**src/rtl/pid_secuencial.sv**
```systemverilog
// Sequential discrete PID controller: one sample per Inicio pulse, one shared
// multiplier stepped through the P, I and D products by a small FSM.
module pid_secuencial #(
  parameter int W    = 12,
  parameter int GW   = 16,
  parameter int FRAC = 8,
  parameter int IW   = 16
) (
  input  logic                 CLK,
  input  logic                 Reset,
  input  logic                 Inicio,
  input  logic [1:0]           Modo,
  input  logic signed [W-1:0]  r,
  input  logic signed [W-1:0]  y,
  input  logic signed [GW-1:0] Kp,
  input  logic signed [GW-1:0] Ki,
  input  logic signed [GW-1:0] Kd,
  output logic signed [W-1:0]  u,
  output logic                 Listo,
  output logic                 Ocupado
);

  localparam int MW = (IW > W + 2) ? IW : W + 2;
  localparam int PW = GW + MW;
  localparam int AW = PW + 2;

  localparam logic signed [AW-1:0] U_MAX = {{(AW-W+1){1'b0}}, {(W-1){1'b1}}};
  localparam logic signed [AW-1:0] U_MIN = {{(AW-W+1){1'b1}}, {(W-1){1'b0}}};

  typedef enum logic [2:0] {IDLE, CARGA, MP, MI, MD, SUMA, SAT} state_t;

  function automatic logic signed [AW-1:0] floor_shift(input logic signed [AW-1:0] v);
    return v >>> FRAC;
  endfunction

  function automatic logic signed [W-1:0] sat_out(input logic signed [AW-1:0] v);
    if (v > U_MAX) return {1'b0, {(W-1){1'b1}}};
    if (v < U_MIN) return {1'b1, {(W-1){1'b0}}};
    return v[W-1:0];
  endfunction

  function automatic logic signed [IW-1:0] sat_int(input logic signed [IW:0] v);
    if (v[IW] != v[IW-1]) return v[IW] ? {1'b1, {(IW-1){1'b0}}} : {1'b0, {(IW-1){1'b1}}};
    return v[IW-1:0];
  endfunction

  state_t                state_q, state_d;
  logic [1:0]            modo_q, modo_d;
  logic signed [W-1:0]   r_q, r_d, y_q, y_d, u_q, u_d;
  logic signed [GW-1:0]  kp_q, kp_d, ki_q, ki_d, kd_q, kd_d;
  logic signed [W:0]     e_q, e_d, e_prev_q, e_prev_d;
  logic signed [W+1:0]   de_q, de_d;
  logic signed [IW-1:0]  i_q, i_d;
  logic signed [AW-1:0]  acc_q, acc_d, s_q, s_d;
  logic                  listo_q, listo_d, ocupado_q, ocupado_d;
  logic                  sat_prev_q, sat_prev_d, sat_sign_q, sat_sign_d;

  logic signed [GW-1:0]  mul_a;
  logic signed [MW-1:0]  mul_b;
  logic signed [PW-1:0]  prod;
  logic signed [W:0]     e_new;
  logic signed [W+1:0]   de_new;
  logic signed [IW:0]    i_sum;
  logic                  hold;

  // Terms absent from the latched mode are forced to zero at the multiplier input.
  always_comb begin
    mul_a = '0;
    mul_b = '0;
    case (state_q)
      MP: begin
        mul_a = kp_q;
        mul_b = MW'(e_q);
      end
      MI: begin
        mul_a = modo_q[1] ? ki_q : '0;
        mul_b = MW'(i_q);
      end
      MD: begin
        mul_a = modo_q[0] ? kd_q : '0;
        mul_b = MW'(de_q);
      end
      default: ;
    endcase
  end

  assign prod = mul_a * mul_b;

  always_comb begin
    state_d    = state_q;
    modo_d     = modo_q;
    r_d        = r_q;
    y_d        = y_q;
    kp_d       = kp_q;
    ki_d       = ki_q;
    kd_d       = kd_q;
    e_d        = e_q;
    de_d       = de_q;
    i_d        = i_q;
    e_prev_d   = e_prev_q;
    acc_d      = acc_q;
    s_d        = s_q;
    u_d        = u_q;
    sat_prev_d = sat_prev_q;
    sat_sign_d = sat_sign_q;
    listo_d    = 1'b0;
    ocupado_d  = (state_q == IDLE) ? Inicio : 1'b1;

    e_new  = {r_q[W-1], r_q} - {y_q[W-1], y_q};
    de_new = {e_new[W], e_new} - {e_prev_q[W], e_prev_q};
    i_sum  = {i_q[IW-1], i_q} + {{(IW-W){e_new[W]}}, e_new};
    // Anti-windup: stop integrating while the error still pushes into the last clamp.
    hold   = sat_prev_q && (e_new != '0) && (e_new[W] == sat_sign_q);

    case (state_q)
      IDLE: begin
        if (Inicio) begin
          modo_d  = Modo;
          r_d     = r;
          y_d     = y;
          kp_d    = Kp;
          ki_d    = Ki;
          kd_d    = Kd;
          state_d = CARGA;
        end
      end
      CARGA: begin
        e_d  = e_new;
        de_d = de_new;
        if (!modo_q[1])  i_d = '0;
        else if (!hold)  i_d = sat_int(i_sum);
        state_d = MP;
      end
      MP: begin
        acc_d   = AW'(prod);
        state_d = MI;
      end
      MI: begin
        acc_d   = acc_q + AW'(prod);
        state_d = MD;
      end
      MD: begin
        acc_d   = acc_q + AW'(prod);
        state_d = SUMA;
      end
      SUMA: begin
        s_d     = floor_shift(acc_q);
        state_d = SAT;
      end
      SAT: begin
        u_d        = sat_out(s_q);
        sat_prev_d = (s_q > U_MAX) || (s_q < U_MIN);
        sat_sign_d = s_q[AW-1];
        e_prev_d   = e_q;
        listo_d    = 1'b1;
        state_d    = IDLE;
      end
      default: state_d = IDLE;
    endcase
  end

  always_ff @(posedge CLK) begin
    if (Reset) begin
      state_q    <= IDLE;
      u_q        <= '0;
      i_q        <= '0;
      e_prev_q   <= '0;
      sat_prev_q <= 1'b0;
      sat_sign_q <= 1'b0;
      listo_q    <= 1'b0;
      ocupado_q  <= 1'b0;
    end else begin
      state_q    <= state_d;
      u_q        <= u_d;
      i_q        <= i_d;
      e_prev_q   <= e_prev_d;
      sat_prev_q <= sat_prev_d;
      sat_sign_q <= sat_sign_d;
      listo_q    <= listo_d;
      ocupado_q  <= ocupado_d;
    end
  end

  // Operand and intermediate registers carry no reset; control decides when they matter.
  always_ff @(posedge CLK) begin
    modo_q <= modo_d;
    r_q    <= r_d;
    y_q    <= y_d;
    kp_q   <= kp_d;
    ki_q   <= ki_d;
    kd_q   <= kd_d;
    e_q    <= e_d;
    de_q   <= de_d;
    acc_q  <= acc_d;
    s_q    <= s_d;
  end

  assign u       = u_q;
  assign Listo   = listo_q;
  assign Ocupado = ocupado_q;

endmodule

```
**config.mk**
```make
export PLATFORM = sky130hd
export DESIGN_NAME = pid_secuencial
export DESIGN_NICKNAME = d
export VERILOG_FILES = /design/src/rtl/pid_secuencial.sv
export SDC_FILE = /design/constraint.sdc
export NUM_CORES = 1
export LEC_CHECK = 0
export CAP_MARGIN = 20
export CORE_ASPECT_RATIO = 0.6
export CORE_UTILIZATION = 30
export CTS_BUF_LIST = sky130_fd_sc_hd__clkbuf_4 sky130_fd_sc_hd__clkbuf_8
export DETAILED_ROUTE_END_ITERATION = 6
export MAX_ROUTING_LAYER = met4
export PLACE_DENSITY = 0.45
export SKIP_CTS_REPAIR_TIMING = 1
export SLEW_MARGIN = 25
export SYNTH_ARGS = -nofsm -noshare
export SYNTH_HDL_FRONTEND = slang
export SYNTH_SLANG_ARGS = --single-unit
```
**constraint.sdc**
```tcl
create_clock -name CLK -period 23.6 [get_ports CLK]
set_input_delay 2.36 -clock CLK [delete_from_list [all_inputs] [get_ports CLK]]
set_output_delay 2.36 -clock CLK [all_outputs]
set_load 0.01 [all_outputs]
```
# Word level (Yosys, flattened, before mapping)
# Cells that the tools add are included.
[word_totals] register_bits=209 input_bits=77 out_inout_bits=14 wordCells=71
[classes] addsub=4 multipliers=1 n_lt_le_gt_ge=2 eq_ne=10 n_mux=27 n_reduce_logical=9
[ops] operator="$mux W16" count=7
[ops] operator="$pmux W16 S3" count=2
[ops] operator="$pmux W34 S2" count=1
[ops] operator="$mux W12" count=4
[ops] operator="$add A34 B32 Y34" count=1
[ops] operator="$mul A16 B16 Y32" count=1
[ops] operator="$gt A26 B12 Y1 const B" count=1
[ops] operator="$lt A26 B12 Y1 const B" count=1
[ops] operator="$pmux W3 S6" count=1
[ops] operator="$add A16 B13 Y17" count=1
[ops] operator="$sub A13 B13 Y14" count=1
[ops] operator="$reduce_bool A13 Y1" count=1
[ops] operator="$sub A12 B12 Y13" count=1
[ops] operator="$mux W1" count=11
[ops] operator="$eq A3 B3 Y1 const B" count=3
[ops] operator="$eq A3 B2 Y1 const B" count=2
[ops] operator="$ne A2 B2 Y1 const B" count=2
[ops] operator="$reduce_and A2 Y1" count=2
[ops] operator="$eq A3 B1 Y1 const B" count=1
[ops] operator="$logic_not A3 Y1" count=1
[ops] operator="$mux W3" count=1
[ops] operator="$logic_and A1 B1 Y1" count=2
[ops] operator="$reduce_bool A2 Y1" count=1
[ops] operator="$reduce_or A2 Y1" count=1
[ops] operator="other kinds (3)" count=3

# Logic depth before layout (Yosys ltp)
# Gate-level depths: netlist of run 1.
[depth] word_depth=10 ltp_mapped=40 mapped_depth_nobuf=36

# Worst setup path before layout of run 1
# No wires, ideal clock.
[synth_timing] kind="input port to flip-flop" from="input port Inicio" to="register kd_q[0], enable pin" setup_ns=0.714 arrival_time_ns=9.844 required_time_ns=22.886 setup_slack_ns=13.042 path_stages=1 path_buffers=0 path_cell_list="nor4b_1"
[synth_between] elab_chain_cells=1
[synth_lines] element="start, declared" line_no="11" source="input logic Inicio,"
[synth_lines] element="$reduce_and A2 Y1 (no source line)"
[synth_lines] element="end signal, assigned" line_no="191" source="kd_q <= kd_d;"
[synth_lines] element="end, declared" line_no="50" source="logic signed [GW-1:0] kp_q, kp_d, ki_q, ki_d, kd_q, kd_d;"
# No other way between the ends.
# A chain may end at the register's enable or synchronous reset.

# Worst setup path after layout of run 1
[layout_timing] from="register state_q[0]" to="register acc_q[32], data pin"
[layout_between] elab_chain_cells=5 elab_cells_between_ends=9 classes_between="add/sub: 1; mul: 1; eq/ne: 3; mux: 3; reduce/logical: 1"
[layout_lines] element="start, declared" line_no="47" source="state_t state_q, state_d;"
[layout_lines] element="start signal, assigned" line_no="173" source="state_q <= state_d;"
[layout_lines] element="$eq A3 B3 Y1 / $eq A3 B2 Y1 (equally long branches)" line_no="70, 115"
[layout_lines] element="$pmux W16 S3" line_no="70" source="case (state_q)"
[layout_lines] element="$mul A16 B16 Y32" line_no="87" source="assign prod = mul_a * mul_b;"
[layout_lines] element="$add A34 B32 Y34" line_no="139, 143"
[layout_lines] element="$pmux W34 S2 *" line_no="115" source="case (state_q)"
[layout_lines] element="named net acc_d[32]" line_no="54" source="logic signed [AW-1:0] acc_q, acc_d, s_q, s_d;"
[layout_lines] element="end signal, assigned" line_no="194" source="acc_q <= acc_d;"
[layout_lines] element="end, declared" line_no="54"
# Mark *: on every way through the listed nets, which the timed path passes. The rest lies on a longest branch.

==> flow_summary.ini, run 1 <==
[status]
status = complete, no violations

[synth]
synthArstFlopShare_pct = 0
yosys.area_share.simple_pct = 13.3
netlist_instances = 2224
yosysTopAreaCell = fa_1
synth_top_family_by_area = adder cells
synth_area_mm2 = 0.0212
synth_seq_area_share_pct = 27.4
post-synth-top-count-cell = inv_1
synth.top_cells.by_area = fa_1, edfxtp_1, ha_1
synth_mux_area_share_pct = 1.06
syn_avg_cell_area_um2 = 9.52
synth_adder_area_share_pct = 34.4
synth_top_area_share_pct = 25.1
synth.yosys.warnings = 0
synth_ff_type = edfxtp_1
synthDistinctLibCells = 75
synth_compound_area_share_pct = 12.2
synth_edf_count = 161
synthXorXnorAreaFrac_pct = 3.52
synth_nets = 2724
synth-seq-cells = 209
yosys-top-cells-count = inv_1, fa_1, nand2_1, nor2_1, edfxtp_1

[drt]
viasPerCell = 4.85
wl_mm = 63.7
drt-pass1-iter-count = 5
drc = 0
vias = 15761
first_iter_violations = 1402
avgRoutedWirePerCell_um = 19.6
antenna_left = 0

[global_route]
antenna_found_initial = 1
grt_pass1_vias = 15757
grt_first_pass_wirelength_mm = 99.3
track_usage_pct = 18.8
grt_max_degree = 50
overflow = 0

[layout]
drive_above_1_share_pct = 5.55
nets = 2801
n_fill_cell = 7129
areaGrowthSynthToFinish_pct = 12.8

[setup_path]
critPathTopFamily = adder cells
critPathBufInv = 6
required_ns = 23.89
crit_path_frequent_cell = fa_1
rrSetupSlack_ns = 12.71
arrival_ns = 11.18
crit_slowest_cell = a222oi_1
slowest_delay_ns = 0.73
path_class = flop to flop
endpoint_kind = flop
r2r_start = state_q[0]
rr_endpoint = acc_q[32]
crit_fanout = 24
worstSetupStartpointType = flop
r2r_cells = 34

[cts]
cts_root_buffer = clkbuf_8
clk_pin_slew_ns = 0.07
clock_path_buffers = 3
cts.htree.levels = 2
clock-sinks = 209
cts_tree = built
clock_latency_ns = 0.57
numCtsBuffers = 36

[placement]
io_buffers = 90
dp_hpwl_mm = 50.9
post-place-ws_ns = 12.88
gp_congestion = 0.916

[worst_hold_path]
hold_path_class = flop to flop
hold_path_depth = 2
whs_endpoint = e_prev_q[7]
min_from = e_prev_q[7]

[pwr]
p_leak_nw = 10.4
peakVddDrop_uv = 27.1
power_density_mw_per_mm2 = 55.7

[sta]
tns_ns = 0
fmax_mhz = 91.8
whs_ns = 0.454
maxSlewViolCount = 0
tightest_slew_ns = 1.10
hold_viol = 0
rsz0062_at_grt = no
fin_crit_sh_pct = 46.1
setup_viol = 0
fin_ws_ns = 12.71
relSlewSlack_pct = 26.9
fin_crit_ns = 10.89
skew_ns = 0.0253

[floorplanning]
core_mm2 = 0.0698
die_area_mm2 = 0.0717
ios = 91
placementRows = 75
dieHeight_um = 208
fp.dieW_um = 345
initial_core_util_pct = 30.3

[job]
maxCapViolCount = 0
[cells in the final DEF, fill, tap and decap left out, types with 17 or more instances in the layout]
master,count
a21oi_1,109
o21ai_0,72
and2_1,24
nand2_1,259
buf_4,24
a21o_1,34
nand2b_1,18
ha_1,157
mux2i_1,18
nor2_1,204
a22oi_1,17
nor2b_1,18
o21ai_1,20
clkbuf_8,40
xor2_1,30
clkdlybuf4s50_1,90
edfxtp_1,161
o21a_1,21
xnor2_1,55
dfxtp_1,48
inv_1,379
fa_1,266
nor3_1,20
nand3_1,20
o211ai_1,22
[per-layer routing]
metal | GRT usage (%) | vias up | wire length (um)
li1 | - | 7447 | -
met4 | 2.54 | 0 | 575
met5 | - | - | 0
met1 | 32.6 | 7705 | 36200
met3 | 5.09 | 46 | 5860
met2 | 20.4 | 563 | 21100
[sequential cells by signal, indices dropped and copies added, names as in the netlist, 3 cells and up]
register and cells:
acc_q 34, s_q 26, i_q 16, kd_q 16, ki_q 16, kp_q 16, de_q 14, e_prev_q 13
e_q 13, r_q 12, u 12, y_q 12, state_q 3
[how the worst max path moves through the flow]
stage	startpoint	end	slack, ns	cells after the start
detailed placement	state_q[0]	acc_q[32]	12.88	34
global route	state_q[0]	acc_q[33]	12.11	34
floorplan	Inicio	kd_q[0]	13.04	1
CTS	state_q[0]	acc_q[32]	12.84	34
global placement	state_q[0]	acc_q[33]	13.16	34
finish	state_q[0]	acc_q[32]	12.71	34
[final cells by class]
type | instances | area, um^2 | area share, %
diodes | 2 | 5.00 | 0.0210
flip-flops and latches | 209 | 5800 | 24.3
clock buffers | 53 | 648 | 2.71
well taps | 924 | 1160 | 4.84
clock inverters | 10 | 50.0 | 0.210
multi-input cells | 1561 | 13700 | 57.5
repair buffers | 114 | 1080 | 4.53
inverters | 379 | 1420 | 5.96
[power breakdown]
group	switching, mW	internal, mW	leakage [nW]	total [mW]
clock network	0.158	0.176	0.371	0.334
logic	0.330	0.199	8.08	0.529
registers	0.0213	0.447	1.90	0.468
[cell families (layout without fill, tap and decap cells)]
kind of cell,Yosys count,count (layout)
fa+ha+maj,423,423
flops,209,209
other cells,0,2
mux,22,22
buf+inv,454,556
compound gates,394,394
xor+xnor,85,85
simple gates,637,637
[per-stage QoR]
stage          power (mW)  std cells  instance area, um^2  utilization, %
2_1_floorplan       0.838       2224                21200               -
3_3_place_gp        0.995       3187                23200            33.2
3_5_place_dp        0.993       3187                23200            33.2
4_1_cts              1.34       3250                23900            34.2
5_1_grt              1.42       3251                23900            34.2
6_report             1.33       3252                23900            34.2
[worst reg2reg max path, delay by kind of cell, from the launching register on]
kind                     cells  cell delay (ns)
XOR/XNOR                     1             0.18
adder cells (fa/ha/maj)      8             3.97
flip-flops                   1             0.53
AND/OR/NAND/NOR              7             1.38
buffers and inverters        6             1.17
AO/OA/AOI/OAI               12             3.39
(Power assumes the default switching activity.)
==> inputs of run 2 (changes only) <==
--- a/config.mk
+++ b/config.mk
@@ -11,7 +11,7 @@
 export CTS_BUF_LIST = sky130_fd_sc_hd__clkbuf_4 sky130_fd_sc_hd__clkbuf_8
 export DETAILED_ROUTE_END_ITERATION = 6
 export MAX_ROUTING_LAYER = met4
-export PLACE_DENSITY = 0.45
+export PLACE_DENSITY = 0.47
 export SKIP_CTS_REPAIR_TIMING = 1
 export SLEW_MARGIN = 25
 export SYNTH_ARGS = -nofsm -noshare
==> constraint.sdc (replaced) <==
create_clock -name CLK -period 9.5 [get_ports CLK]
set_input_delay 0.95 -clock CLK [delete_from_list [all_inputs] [get_ports CLK]]
set_output_delay 0.95 -clock CLK [all_outputs]
set_load 0.01 [all_outputs]
==> flow_summary.ini, run 2 (same netlist as run 1, synthesis figures left out) <==
[status]
status = complete, no violations

[floorplanning]
core_mm2 = 0.0698
fp.dieW_um = 345
ios = 91
initial_core_util_pct = 30.3
placementRows = 75
die_area_mm2 = 0.0717
dieHeight_um = 208

[pwr]
p_leak_nw = 10.6
totalPowerFinal_mw = 3.41
peakVddDrop_uv = 75.8
power_density_mw_per_mm2 = 140

[global_route]
use_met2_pct = 21.2
grt-busiest-layer = met1
grt_pass1_vias = 16024
track_usage_pct = 18.9
grtUsageMet1_pct = 32.1
overflow = 0
grt_max_degree = 49
antenna_found_initial = 2
gr-usage-met3_pct = 5.32
grt_first_pass_wirelength_mm = 99.7

[cts]
clk_pin_slew_ns = 0.06
clock_path_buffers = 3
cts_tree = built
numCtsBuffers = 36
clock_latency_ns = 0.58
cts.htree.levels = 2
cts_root_buffer = clkbuf_8
clock-sinks = 209

[sta]
rsz0062_at_grt = yes
fin_crit_sh_pct = 94.7
fin_crit_ns = 8.99
relSlewSlack_pct = 41.9
fmax_mhz = 111
skew_ns = 0.0338
hold_viol = 0
maxSlewViolCount = 0
setup_viol = 0
tightest_slew_ns = 0.872
fin_ws_ns = 0.508

[drt]
antenna_left = 0
first_iter_violations = 1328
drc = 0
wl_mm = 64.2
viasPerCell = 4.82
drt-pass1-iter-count = 7
avgRoutedWirePerCell_um = 19.5
vias = 15856

[setup_path]
path_class = flop to flop
arrival_ns = 9.30
slowest_delay_ns = 0.59
crit_slowest_cell = fa_1
required_ns = 9.81
critPathTopFamily = adder cells
crit_fanout = 16
r2r_cells = 35
worstSetupStartpointType = flop
cp.depth = 35
critPathBufInv = 7
crit_path_frequent_cell = fa_1
endpoint_kind = flop

[layout]
regMostFlops = acc_q
nets = 2839
layout.cells.non_filler = 3290
antennaDiodeCount = 0
post-route-cell-area_mm2 = 0.0243
largest_reg_flops = 34
drive_above_1_share_pct = 8.58
mostFrequentLayoutCells = inv_1, fa_1, nand2_1
reg.largest.list = acc_q (34), s_q (26)
final_core_util_pct = 34.9
final_common_cell = inv_1
areaGrowthSynthToFinish_pct = 14.9

[worst_hold_path]
hold_path_class = flop to flop
hold_path_depth = 2

[placement]
dp_cells = 3222
place_area_mm2 = 0.0234
dp_hpwl_mm = 51.8
gp_congestion = 0.900
io_buffers = 90
post-place-ws_ns = 0.0727

[job]
maxCapViolCount = 0
[run 2: cell count changes in the layout (fill, tap and decap cells not counted), moves of 6 or more]
cell / change
and2_1: -9
and2_2: +6
buf_4: +36
nand2_1: -9
nand2_2: +9
o21ai_0: -8
o21ai_1: +7
[run 2: per-layer routing]
metal,vias up,wire length [um]
met2,519,21800
li1,7511,-
met1,7781,35900
met5,-,0
met4,0,541
met3,45,5980
[run 2: power breakdown]
| part | internal [mW] | leakage (nW) | switching [mW] |
|---|---|---|---|
| sequential | 1.11 | 1.90 | 0.0459 |
| clock | 0.498 | 0.397 | 0.406 |
| combinational | 0.515 | 8.28 | 0.836 |
[run 2: tightest hold or removal path: stages, from the launching register on]
cell and delay [ns]:
dfxtp_1 0.31, nand2_1 0.05, a21oi_1 0.05
[run 2: metrics by stage]
stage | TNS, ns | hold WS, ns
CTS | -0.0106 | 0.455
global placement | 0 | 0.443
detailed placement | 0 | 0.447
floorplan | 0 | 0.433
global route | -0.0110 | 0.474
finish | 0 | 0.454
[run 2: final timing paths]
check              startpoint          end  slack, ns
setup / recovery    modo_q[1]    acc_q[33]       0.51
hold / removal    e_prev_q[4]  e_prev_q[4]       0.45
setup reg to reg    modo_q[1]    acc_q[33]       0.51
hold reg to reg   e_prev_q[4]  e_prev_q[4]       0.45
[run 2: cell type report]
cell class | instances | area (um^2)
clock buffer | 54 | 656
tap | 924 | 1160
sequential | 209 | 5800
clock inverter | 11 | 109
fill | 7186 | 45500
timing repair buffer | 152 | 1370
inverter | 379 | 1430
multi-input combinational | 1561 | 13800
